<file path="src/rtl/timer_sequencer.sv">
// Kitchen timer control FSM: owns the MM:SS BCD digits, handles set/start/pause/clear buttons,
// counts down once per second while running and holds the alarm for a fixed number of seconds.
module timer_sequencer #(
  parameter int CLKS_PER_SEC = 100,
  parameter int ALARM_SECS   = 10
) (
  input  logic       CLK,
  input  logic       reset,
  input  logic       btn_start,
  input  logic       btn_clear,
  input  logic       btn_min_inc,
  input  logic       btn_sec_inc,
  output logic [7:0] minutes_upper,
  output logic [7:0] minutes_lower,
  output logic [7:0] seconds_upper,
  output logic [7:0] seconds_lower,
  output logic       running,
  output logic       alarm
);

  localparam int PW = (CLKS_PER_SEC > 1) ? $clog2(CLKS_PER_SEC) : 1;
  localparam int AW = (ALARM_SECS > 1) ? $clog2(ALARM_SECS) : 1;
  localparam logic [PW-1:0] PRE_MAX  = PW'(CLKS_PER_SEC - 1);
  localparam logic [AW-1:0] ASEC_MAX = AW'(ALARM_SECS - 1);

  typedef enum logic [1:0] {
    ST_IDLE  = 2'd0,
    ST_RUN   = 2'd1,
    ST_PAUSE = 2'd2,
    ST_ALARM = 2'd3
  } state_t;

  state_t        state_r, state_s;
  logic [3:0]    mu_r, ml_r, su_r, sl_r;
  logic [3:0]    mu_s, ml_s, su_s, sl_s;
  logic [PW-1:0] pre_r, pre_s;
  logic [AW-1:0] asec_r, asec_s;
  logic          running_r, alarm_r;
  logic [15:0]   time_s, dec_s;
  logic [7:0]    min_inc_s, sec_inc_s;
  logic          time_zero_s, any_btn_s, pre_term_s;

  // One-second BCD decrement with borrow; callers guarantee the time is non-zero.
  function automatic logic [15:0] time_dec(input logic [15:0] t);
    logic [3:0] mu, ml, su, sl;
    {mu, ml, su, sl} = t;
    if (sl != 4'd0) begin
      sl = sl - 4'd1;
    end else begin
      sl = 4'd9;
      if (su != 4'd0) begin
        su = su - 4'd1;
      end else begin
        su = 4'd5;
        if (ml != 4'd0) begin
          ml = ml - 4'd1;
        end else begin
          ml = 4'd9;
          mu = (mu != 4'd0) ? (mu - 4'd1) : 4'd0;
        end
      end
    end
    return {mu, ml, su, sl};
  endfunction

  // Two-digit BCD increment that wraps to 00 after hi_max/9.
  function automatic logic [7:0] pair_inc(input logic [7:0] pair, input logic [3:0] hi_max);
    logic [3:0] hi, lo;
    {hi, lo} = pair;
    if (lo >= 4'd9) begin
      lo = 4'd0;
      hi = (hi >= hi_max) ? 4'd0 : (hi + 4'd1);
    end else begin
      lo = lo + 4'd1;
    end
    return {hi, lo};
  endfunction

  assign time_s      = {mu_r, ml_r, su_r, sl_r};
  assign time_zero_s = (time_s == 16'h0000);
  assign dec_s       = time_dec(time_s);
  assign min_inc_s   = pair_inc({mu_r, ml_r}, 4'd9);
  assign sec_inc_s   = pair_inc({su_r, sl_r}, 4'd5);
  assign any_btn_s   = btn_start | btn_clear | btn_min_inc | btn_sec_inc;
  assign pre_term_s  = (pre_r == PRE_MAX);

  // Next-state, digit and prescaler logic; buttons resolve as clear > start > inc.
  always_comb begin
    state_s = state_r;
    mu_s    = mu_r;
    ml_s    = ml_r;
    su_s    = su_r;
    sl_s    = sl_r;
    pre_s   = pre_r;
    asec_s  = asec_r;
    case (state_r)
      ST_IDLE: begin
        pre_s  = {PW{1'b0}};
        asec_s = {AW{1'b0}};
        if (btn_clear) begin
          {mu_s, ml_s, su_s, sl_s} = 16'h0000;
        end else if (btn_start && !time_zero_s) begin
          state_s = ST_RUN;
        end else begin
          // A start at 00:00 is ignored, so any increment pressed with it still lands.
          if (btn_min_inc) begin
            {mu_s, ml_s} = min_inc_s;
          end else begin
            {mu_s, ml_s} = {mu_r, ml_r};
          end
          if (btn_sec_inc) begin
            {su_s, sl_s} = sec_inc_s;
          end else begin
            {su_s, sl_s} = {su_r, sl_r};
          end
        end
      end
      ST_RUN: begin
        if (btn_clear) begin
          state_s = ST_IDLE;
          {mu_s, ml_s, su_s, sl_s} = 16'h0000;
          pre_s = {PW{1'b0}};
        end else if (btn_start) begin
          state_s = ST_PAUSE;
        end else if (pre_term_s) begin
          pre_s = {PW{1'b0}};
          {mu_s, ml_s, su_s, sl_s} = dec_s;
          if (dec_s == 16'h0000) begin
            state_s = ST_ALARM;
            asec_s  = {AW{1'b0}};
          end else begin
            state_s = ST_RUN;
          end
        end else begin
          pre_s = pre_r + PW'(1);
        end
      end
      ST_PAUSE: begin
        if (btn_clear) begin
          state_s = ST_IDLE;
          {mu_s, ml_s, su_s, sl_s} = 16'h0000;
          pre_s = {PW{1'b0}};
        end else if (btn_start) begin
          state_s = ST_RUN;
        end else begin
          state_s = ST_PAUSE;
        end
      end
      ST_ALARM: begin
        {mu_s, ml_s, su_s, sl_s} = 16'h0000;
        if (any_btn_s) begin
          state_s = ST_IDLE;
          pre_s   = {PW{1'b0}};
          asec_s  = {AW{1'b0}};
        end else if (pre_term_s) begin
          pre_s = {PW{1'b0}};
          if (asec_r == ASEC_MAX) begin
            state_s = ST_IDLE;
            asec_s  = {AW{1'b0}};
          end else begin
            asec_s = asec_r + AW'(1);
          end
        end else begin
          pre_s = pre_r + PW'(1);
        end
      end
      default: begin
        state_s = ST_IDLE;
        {mu_s, ml_s, su_s, sl_s} = 16'h0000;
        pre_s  = {PW{1'b0}};
        asec_s = {AW{1'b0}};
      end
    endcase
  end

  // State, digit, prescaler and status-flag registers.
  always_ff @(posedge CLK or negedge reset) begin
    if (!reset) begin
      state_r   <= ST_IDLE;
      mu_r      <= 4'd0;
      ml_r      <= 4'd0;
      su_r      <= 4'd0;
      sl_r      <= 4'd0;
      pre_r     <= {PW{1'b0}};
      asec_r    <= {AW{1'b0}};
      running_r <= 1'b0;
      alarm_r   <= 1'b0;
    end else begin
      state_r   <= state_s;
      mu_r      <= mu_s;
      ml_r      <= ml_s;
      su_r      <= su_s;
      sl_r      <= sl_s;
      pre_r     <= pre_s;
      asec_r    <= asec_s;
      running_r <= (state_s == ST_RUN);
      alarm_r   <= (state_s == ST_ALARM);
    end
  end

  assign minutes_upper = {4'h0, mu_r};
  assign minutes_lower = {4'h0, ml_r};
  assign seconds_upper = {4'h0, su_r};
  assign seconds_lower = {4'h0, sl_r};
  assign running       = running_r;
  assign alarm         = alarm_r;

endmodule

</file>
<file path="config.mk">
export PLATFORM = sky130hd
export DESIGN_NAME = timer_sequencer
export DESIGN_NICKNAME = d
export VERILOG_FILES = /design/src/rtl/timer_sequencer.sv
export SDC_FILE = /design/constraint.sdc
export NUM_CORES = 1
export LEC_CHECK = 0
export BUFFER_PORTS_ARGS = -buffer_cell sky130_fd_sc_hd__buf_2
export CELL_PAD_IN_SITES_DETAIL_PLACEMENT = 0
export CELL_PAD_IN_SITES_GLOBAL_PLACEMENT = 1
export CORE_ASPECT_RATIO = 0.8
export CORE_MARGIN = 2
export CORE_UTILIZATION = 39
export DETAILED_ROUTE_END_ITERATION = 10
export PLACE_DENSITY = 0.85
export SLEW_MARGIN = 20
export SYNTH_ARGS = -nofsm -noshare
export SYNTH_HDL_FRONTEND = slang
export SYNTH_SLANG_ARGS = --single-unit
</file>
<file path="constraint.sdc">
create_clock -name CLK -period 2.45 [get_ports CLK]
set_clock_uncertainty 0.1 [all_clocks]
set_input_delay 0.49 -clock CLK [delete_from_list [all_inputs] [get_ports CLK]]
set_output_delay 0.49 -clock CLK [all_outputs]
set_load 0.05 [all_outputs]
</file>
# Word-level counts from Yosys, hierarchy flattened
# Index checks and enable logic that the tools add are counted.
dict set report op_classes {
  bitwise 3
  n_eq_ne 20
  order_cmp 4
  n_reduce_logical 16
  addsub 10
  mux 71
}
# cell n
set op_table {}
lappend op_table {{$mux W4} 48}
lappend op_table {{$pmux W4 S4} 4}
lappend op_table {{$mux W7} 5}
lappend op_table {{$logic_not A16 Y1} 2}
lappend op_table {{$pmux W7 S4} 1}
lappend op_table {{$ne A3 B3 Y1 const B} 8}
lappend op_table {{$mux W2} 11}
lappend op_table {{$add A4 B1 Y4 const B} 5}
lappend op_table {{$reduce_and A6 Y1} 3}
lappend op_table {{$reduce_bool A4 Y1} 4}
lappend op_table {{$sub A4 B1 Y4 const B} 4}
lappend op_table {{$ge A4 B4 Y1 const B} 3}
lappend op_table {{$pmux W4 S3} 1}
lappend op_table {{$ne A2 B2 Y1 const B} 5}
lappend op_table {{$reduce_and A5 Y1} 2}
lappend op_table {{$pmux W2 S4} 1}
lappend op_table {{$add A7 B1 Y7 const B} 1}
lappend op_table {{$eq A7 B7 Y1 const B} 1}
lappend op_table {{$eq A2 B2 Y1 const B} 3}
lappend op_table {{$eq A2 B1 Y1 const B} 2}
lappend op_table {{$eq A4 B4 Y1 const B} 1}
lappend op_table {{$ge A4 B3 Y1 const B} 1}
lappend op_table {{$or A1 B1 Y1} 3}
lappend op_table {{$reduce_bool A3 Y1} 1}
lappend op_table {{4 further kinds} 4}
dict set report totals {
  output_inout_bits 34
  ff_bits 31
}

# Logic depth before layout (Yosys ltp)
# Gate-level depths: netlist of run 1.
dict set report logic_depth {
  depth_word 12
  mapped_depth 10
}

# Least setup slack after synthesis of run 1
# OpenSTA, ideal clock, no wires.
dict set report synth_timing {
  kind {reg2reg}
  startpoint {register su_r[0]}
  endpoint {register asec_r[0]}
  path_stages_with_launch 10
  arrival_time_ps 2708
  path_slack_ps -485
  cell_sequence {dfrtp_1 -> inv_1 -> ha_1 -> nor3b_2 -> clkbuf_4 -> a211o_1 -> a211oi_1 -> nand3_1 -> o31ai_2 -> mux2_1}
}
dict set report synth_between {
  elab_chain_len 6
}
# element line
set synth_rtl {}
lappend synth_rtl {{start, declared} 34} ;# logic [3:0] mu_r, ml_r, su_r, sl_r;
lappend synth_rtl {{start signal, assigned} 192} ;# su_r <= su_s;
lappend synth_rtl {{$sub A4 B1 Y4 or $reduce_bool A4 Y1 (tied branches)} {52, 51}}
lappend synth_rtl {{$mux W4} 51} ;# if (su != 4'd0) begin
lappend synth_rtl {{$mux W4} 47} ;# if (sl != 4'd0) begin
lappend synth_rtl {{$logic_not A16 Y1 *} 128} ;# if (dec_s == 16'h0000) begin
lappend synth_rtl {{$ne A2 B2 Y1 (no source line) *} n/a}
lappend synth_rtl {{$reduce_and A6 Y1 (no source line) *} n/a}
lappend synth_rtl {{end signal, assigned} 185} ;# asec_r <= {AW{1'b0}};
lappend synth_rtl {{end signal, assigned} 195} ;# asec_r <= asec_s;
lappend synth_rtl {{end, declared} 37} ;# logic [AW-1:0] asec_r, asec_s;
# Mark *: on every way between the ends. The rest lies on a longest branch, timed or not.
# A chain may end at the register's enable or synchronous reset.

# Worst setup path after layout of run 1
dict set report layout_timing {
  startpoint {register sl_r[0]}
  endpoint {register asec_r[1]}
}
dict set report layout_between {
  elab_chain_len 5
}
# element line
set layout_rtl {}
lappend layout_rtl {{start, declared} 34}
lappend layout_rtl {{start signal, assigned} 193} ;# sl_r <= sl_s;
lappend layout_rtl {{$sub A4 B1 Y4 or $reduce_bool A4 Y1 (tied branches)} {48, 47}}
lappend layout_rtl {{$mux W4} 47}
lappend layout_rtl {{$logic_not A16 Y1 *} 128}
lappend layout_rtl {{$ne A2 B2 Y1 (no source line) *} n/a}
lappend layout_rtl {{$reduce_and A6 Y1 (no source line) *} n/a}
# Marked as above.

==> results of run 1 <==
## critical path, delay by kind of cell, from the launching register on
kind,cells,cell delay (ns)
compound gates,1,0.29
fa+ha+maj,1,0.14
buf+inv,2,0.25
flops,1,0.42
mux,2,0.56
simple gates,3,0.62
## per-layer routing
| metal | track usage (%) | up-vias | wire, um |
|---|---|---|---|
| li1 | - | 1334 | - |
| met3 | 2.98 | 4 | 363 |
| met1 | 27.5 | 1283 | 3620 |
| met4 | 3.84 | 0 | 62 |
| met2 | 28.0 | 73 | 3190 |
| met5 | 0 | - | 0 |
## registers in the layout, indices dropped and copies added (netlist names)
register / cells
alarm: 1
asec_r: 4
ml_r: 4
mu_r: 4
pre_r: 7
running: 1
sl_r: 4
state_r: 2
su_r: 4
## cell type report
type / instances / area, um^2
tap: 87 / 109
fill: 646 / 3320
clock buffer: 8 / 100
sequential: 31 / 786
inverter: 20 / 75.1
timing repair buffer: 80 / 558
multi-input combinational: 269 / 1980
## where the power goes
group / switching [mW] / internal (mW)
Sequential: 0.118 / 0.642
Combinational: 2.00 / 1.41
Clock: 0.199 / 0.257
Total: 2.31 / 2.31
## synthesized netlist by cell type, drive strengths merged, types with 6 or more instances
cell and n:
nand2b 11, o31ai 8, dfrtp 31, inv 20
o21ai 32, a21oi 25, nor3 6, nand2 22
clkbuf 9, nor2 31, ha 19, nand3 14
buf 22
## what timing repair did
action | in CTS | in global routing
gates cloned | 0 | 0
hold buffers | 0 | 0
pin swaps | 1 | 11
resized for setup | 3 | 16
setup buffers | 1 | 7
setup endpoints to repair | 3 | 18
## cells by family after synthesis
kind of cell	after synthesis	share of synthesized area (%)
adder cells (fa/ha/maj)	19	8.50
XOR/XNOR	3	0.940
AO/OA/AOI/OAI	105	24.6
flip-flops	31	27.7
buffers and inverters	51	9.84
AND/OR/NAND/NOR	121	25.8
other	1	0.134
multiplexers	5	2.51
## per-stage QoR
stage	std cells	power, mW	setup TNS (ns)	instance area (um^2)	setup slack [ns]
after floorplan	351	2.94	-0.601	2960	-0.192
after detailed placement	479	3.85	-0.126	3340	-0.0715
after CTS	488	4.37	0	3460	0.0125
after global placement	479	3.80	0	3340	0.0376
after global routing	495	4.97	-0.441	3610	-0.121
final	495	4.63	-0.0749	3610	-0.0337
## final timing paths
path / startpoint / end / depth (start not counted)
min in group CLK: asec_r[3]$_DFFE_PN0P_ / asec_r[3]$_DFFE_PN0P_ / 1
hold / removal: reset / su_r[1]$_DFFE_PN0P_ / 1
max in group asynchronous: reset / ml_r[0]$_DFFE_PN0P_ / 1
setup / recovery: sl_r[0]$_DFFE_PN0P_ / asec_r[1]$_DFFE_PN0P_ / 9
setup reg to reg: sl_r[0]$_DFFE_PN0P_ / asec_r[1]$_DFFE_PN0P_ / 9
hold reg to reg: asec_r[3]$_DFFE_PN0P_ / asec_r[3]$_DFFE_PN0P_ / 1
==> flow_metrics.tcl, run 1 <==
set metrics [dict create \
    crit_slowest_cell "dfrtp_2" \
    start_util_pct 40.4 \
    grt_pass1_vias 2498 \
    synth_area_mm2 0.00280 \
    max_freq_mhz 403 \
    io_pins 40 \
    portBuffers 23 \
    grt_usage_pct 18.4 \
    drc 0 \
    cts_sinks 31 \
    worst_slack_ns -0.0337 \
    drive_gt1_share_pct 33.8 \
    vdd_drop_max_mv 0.742 \
    via_per_inst 5.44 \
    finalHoldViolCount 0 \
    worst_pin_slew_ns 0.717 \
    clk_path_buf_depth 2 \
    ys_types 71 \
    relSlewSlack_pct 52.2 \
    holdWs_ns 0.156 \
    root_buffer "clkbuf_8" \
    required_ns 2.51 \
    leakage_nw 1.62 \
    path_clk_slew_ns 0.07 \
    firstDrtPassIters 4 \
    ys_seq_elements 31 \
    arrival_ns 2.55 \
    nNetsFinal 432 \
    wl_per_cell_um 14.6 \
    ys_warn_count 0 \
    syn_to_final_growth_pct 28.9 \
    slew_violations 0 \
    path_class "flop to flop" \
    synth_top_area_share_pct 27.7 \
    cp-start-kind "flop" \
    violations "negative setup slack" \
    drt_wl_total_um 7230 \
    drtIter0Drc 118 \
    crit_path_end_kind "flop" \
    cap_violations 0 \
    async_flop_share_pct 100 \
    r2r_slack_ns -0.03 \
    grt_antenna_before_repair 0 \
    cp_cell_sequence "inv_2 > ha_4 > nor3b_4 > buf_6 > and3_4 > mux2i_4 > nand2_4 > o31ai_4 > mux2_4" \
    cp_max_fo 6 \
    yosysTopAreaCell "dfrtp_1" \
    grt_overflow 0 \
    dieArea_mm2 0.00787 \
    syn_avg_cell_area_um2 8.32 \
    place_congestion 0.906 \
    final_common_cell "buf_4" \
    fp.dieW_um 98.7 \
    synthFlopType "dfrtp_1" \
    dp_hpwl_um 5280 \
    cts_max_level 2 \
    netlist_top_cells_area "dfrtp_1 (28%), ha_1 (8.5%), a21oi_1 (4.5%)" \
    fin_util_pct 52.1 \
    critical-path-max-stage-delay_ns 0.42 \
    period_share_pct 101 \
    status "finished, violations left" \
    row_count 27 \
    cts_tree "built" \
    worstSkewPairLatency_ns 0.28 \
    die_h_um 79.7 \
    numCtsBuffers 5 \
    num_vias 2694 \
    yosysSeqAreaShare_pct 27.7 \
    final_cell_mix "buf_4 (53), nor2_1 (31), a21oi_1 (24)" \
    hold_path.class "primary input to async pin" \
    grt_pass1_wl_um 11900 \
    antenna_cells 0 \
    finalSetupViolCount 3 \
    antenna_left 0 \
    syn_inst 336 \
    finalCriticalPeriod_ns 2.48 \
    coreArea_mm2 0.00693 \
    rsz0062_at_grt "true" \
    synth-edff-count 0 \
    grt_max_degree 32 \
    p_per_area_mw_per_mm2 1280 \
]
No activity file was read; power rests on OpenSTA's default activity.
==> run 2: changes to the inputs <==
Settings changed: ABC_AREA set to 1, CORE_UTILIZATION 39 to 37, PLACE_DENSITY 0.85 to 0.84.
==> run 2 against run 1 <==
  * The run now ends clean
  * Core utilization decreased by 7.6 points
  * Largest power group unchanged
  * Critical path type unchanged
  * Critical path depth increased by 4
  * Count of clock-buffer cells in the layout shrank 2
  * Synthesized cell count increased by 13%
  * Synthesized area shrank 4.4%
  * Highest routed layer unchanged
==> flow_metrics.tcl, run 2 <==
set metrics [dict create \
    row_count 27 \
    dp_hpwl_um 4780 \
    path_clk_slew_ns 0.07 \
    ys_types 36 \
    drtIter0Drc 199 \
    grt_antenna_before_repair 0 \
    final_cell_mix "nand2_1 (83), inv_1 (54), nand3_1 (32), o21ai_0 (32), dfrtp_1 (31)" \
    cp_max_fo 8 \
    grt_pass1_vias 2293 \
    path_class "flop to flop" \
    synth-edff-count 0 \
    r2r_cells 13 \
    ys_warn_count 0 \
    syn_inst 378 \
    vdd_drop_max_mv 0.570 \
    rr_endpoint "asec_r[0]$_DFFE_PN0P_" \
    fin_util_pct 44.4 \
    antenna_cells 0 \
    crit_path_end_kind "flop" \
    synthTopCellsByCount "nand2_1 (83), inv_1 (54), nand3_1 (32), o21ai_0 (32), dfrtp_1 (31)" \
    dpl.cell_count 497 \
    dieArea_mm2 0.00792 \
    clk_path_buf_depth 2 \
    root_buffer "clkbuf_8" \
    max_freq_mhz 455 \
    cts_max_level 2 \
    drt_wl_total_um 6410 \
    required_ns 2.53 \
    finalCriticalPeriod_ns 2.20 \
    final_common_cell "nand2_1" \
    arrival_ns 2.28 \
    portBuffers 23 \
    cts_tree "built" \
    grt_max_degree 32 \
    cap_violations 0 \
    via_per_inst 4.93 \
    drc 0 \
    crit_slowest_cell "dfrtp_1" \
    synth_most_common_cell "nand2_1" \
    syn_to_final_growth_pct 15.1 \
    grt_overflow 0 \
    coreArea_mm2 0.00693 \
    yosysSeqAreaShare_pct 29.0 \
    firstDrtPassIters 5 \
    setup_tns_ns 0 \
    numCtsBuffers 5 \
    finalHoldViolCount 0 \
    finalNonFillerCells 508 \
    critical-path-max-stage-delay_ns 0.38 \
    worst_pin_slew_ns 0.731 \
    period_share_pct 89.7 \
    cp_cell_sequence "buf_4 > ha_1 > or2_2 > nand3_1 > nand3_1 > a21oi_1 > nand2_1 > nor2_2 > nand2_1 > nand2_1 > nand2_2 > nand2_1 > o21ai_1" \
    power_mw 4.14 \
    syn_avg_cell_area_um2 7.07 \
    nNetsFinal 445 \
    cp_common_cell "nand2_1" \
    hold_path.class "primary input to async pin" \
    antenna_left 0 \
    fill_cells 712 \
    die_h_um 80.0 \
    top_register "pre_r" \
    place_congestion 0.893 \
    synthFlopType "dfrtp_1" \
    cts_sinks 31 \
    finalSetupViolCount 0 \
    largest_reg_flops 7 \
    cp-start-kind "flop" \
    netlist_top_cells_area "dfrtp_1 (29%), nand2_1 (12%), ha_1 (8.9%)" \
    grt_pass1_wl_um 10700 \
    synth_area_mm2 0.00267 \
    start_util_pct 38.6 \
    r2r_slack_ns 0.25 \
    r2r_start "su_r[0]$_DFFE_PN0P_" \
    num_vias 2505 \
    async_flop_share_pct 100 \
    worstSkewPairLatency_ns 0.29 \
    fp.dieW_um 99.0 \
    wl_per_cell_um 12.6 \
    status "complete, no violations" \
    leakage_nw 1.53 \
    ys_seq_elements 31 \
    relSlewSlack_pct 51.2 \
    synth_top_area_share_pct 29.0 \
    p_per_area_mw_per_mm2 1350 \
    yosysTopAreaCell "dfrtp_1" \
    slew_violations 0 \
    grt_usage_pct 16.7 \
    drive_gt1_share_pct 18.3 \
    io_pins 40 \
]
run 2: metrics by stage:
step	worst slack, ns	area [um^2]	hold WS (ns)
2_1_floorplan	0.0814	2730	0.0944
3_3_place_gp	0.213	2910	0.401
3_5_place_dp	0.150	2910	0.407
4_1_cts	0.140	3030	0.203
5_1_grt	-0.00850	3080	0.230
6_report	0.253	3080	0.159
run 2: power breakdown:
part | switching (mW) | internal, mW | leakage, nW
clock | 0.208 | 0.329 | 0.0612
combinational | 1.92 | 0.915 | 1.05
sequential | 0.138 | 0.635 | 0.422
total | 2.27 | 1.88 | 1.53
run 2: what timing repair did:
action                                 4_1_cts  5_1_grt
endpoints found under the hold margin        0        0
hold buffers                                 0        0
gates resized for setup                      0        5
buffers inserted                             0        2
setup endpoints to repair                    0       11
run 2: area by class of cell:
class / count / area [um^2] / area share [%]
clock buffer: 6 / 82.6 / 2.68
timing repair buffer: 38 / 228 / 7.40
clock inverter: 2 / 35.0 / 1.14
inverter: 59 / 221 / 7.20
sequential: 31 / 776 / 25.2
multi-input combinational: 285 / 1630 / 52.8
tap: 87 / 109 / 3.54
run 2: how the worst max path moves through the flow:
stage,start,end,cells past startpoint
detailed placement,sl_r[0]$_DFFE_PN0P_,asec_r[0]$_DFFE_PN0P_,13
floorplan,sl_r[0]$_DFFE_PN0P_,asec_r[0]$_DFFE_PN0P_,15
global placement,sl_r[0]$_DFFE_PN0P_,asec_r[3]$_DFFE_PN0P_,13
finish,su_r[0]$_DFFE_PN0P_,asec_r[0]$_DFFE_PN0P_,13
global route,ml_r[1]$_DFFE_PN0P_,asec_r[2]$_DFFE_PN0P_,13
CTS,sl_r[0]$_DFFE_PN0P_,asec_r[0]$_DFFE_PN0P_,13
run 2: logic make-up after synthesis:
group | synth area share, %
and+or+nand+nor | 31.1
AOI/OAI and AO/OA | 14.9
DFF | 29.0
buffers and inverters | 13.6
other | 0.140
adders and majority gates | 8.90
xor gates and xnor gates | 2.29
run 2: metal layers:
| layer | wire length, um | part of all wire, % | vias up | GRT usage [%] |
|---|---|---|---|---|
| li1 | - | - | 1285 | - |
| met1 | 3370 | 53 | 1135 | 25.2 |
| met2 | 2600 | 41 | 75 | 23.8 |
| met3 | 351 | 5.5 | 10 | 2.71 |
| met4 | 79 | 1.2 | 0 | 5.62 |
| met5 | 0 | 0 | - | 0 |
run 2: worst max-delay path, delay by kind of cell (launching register included):
family	cells	cell delay, ns
adders and majority gates	1	0.22
and+or+nand+nor	9	1.01
DFF	1	0.38
buffers and inverters	1	0.16
AOI/OAI and AO/OA	2	0.21
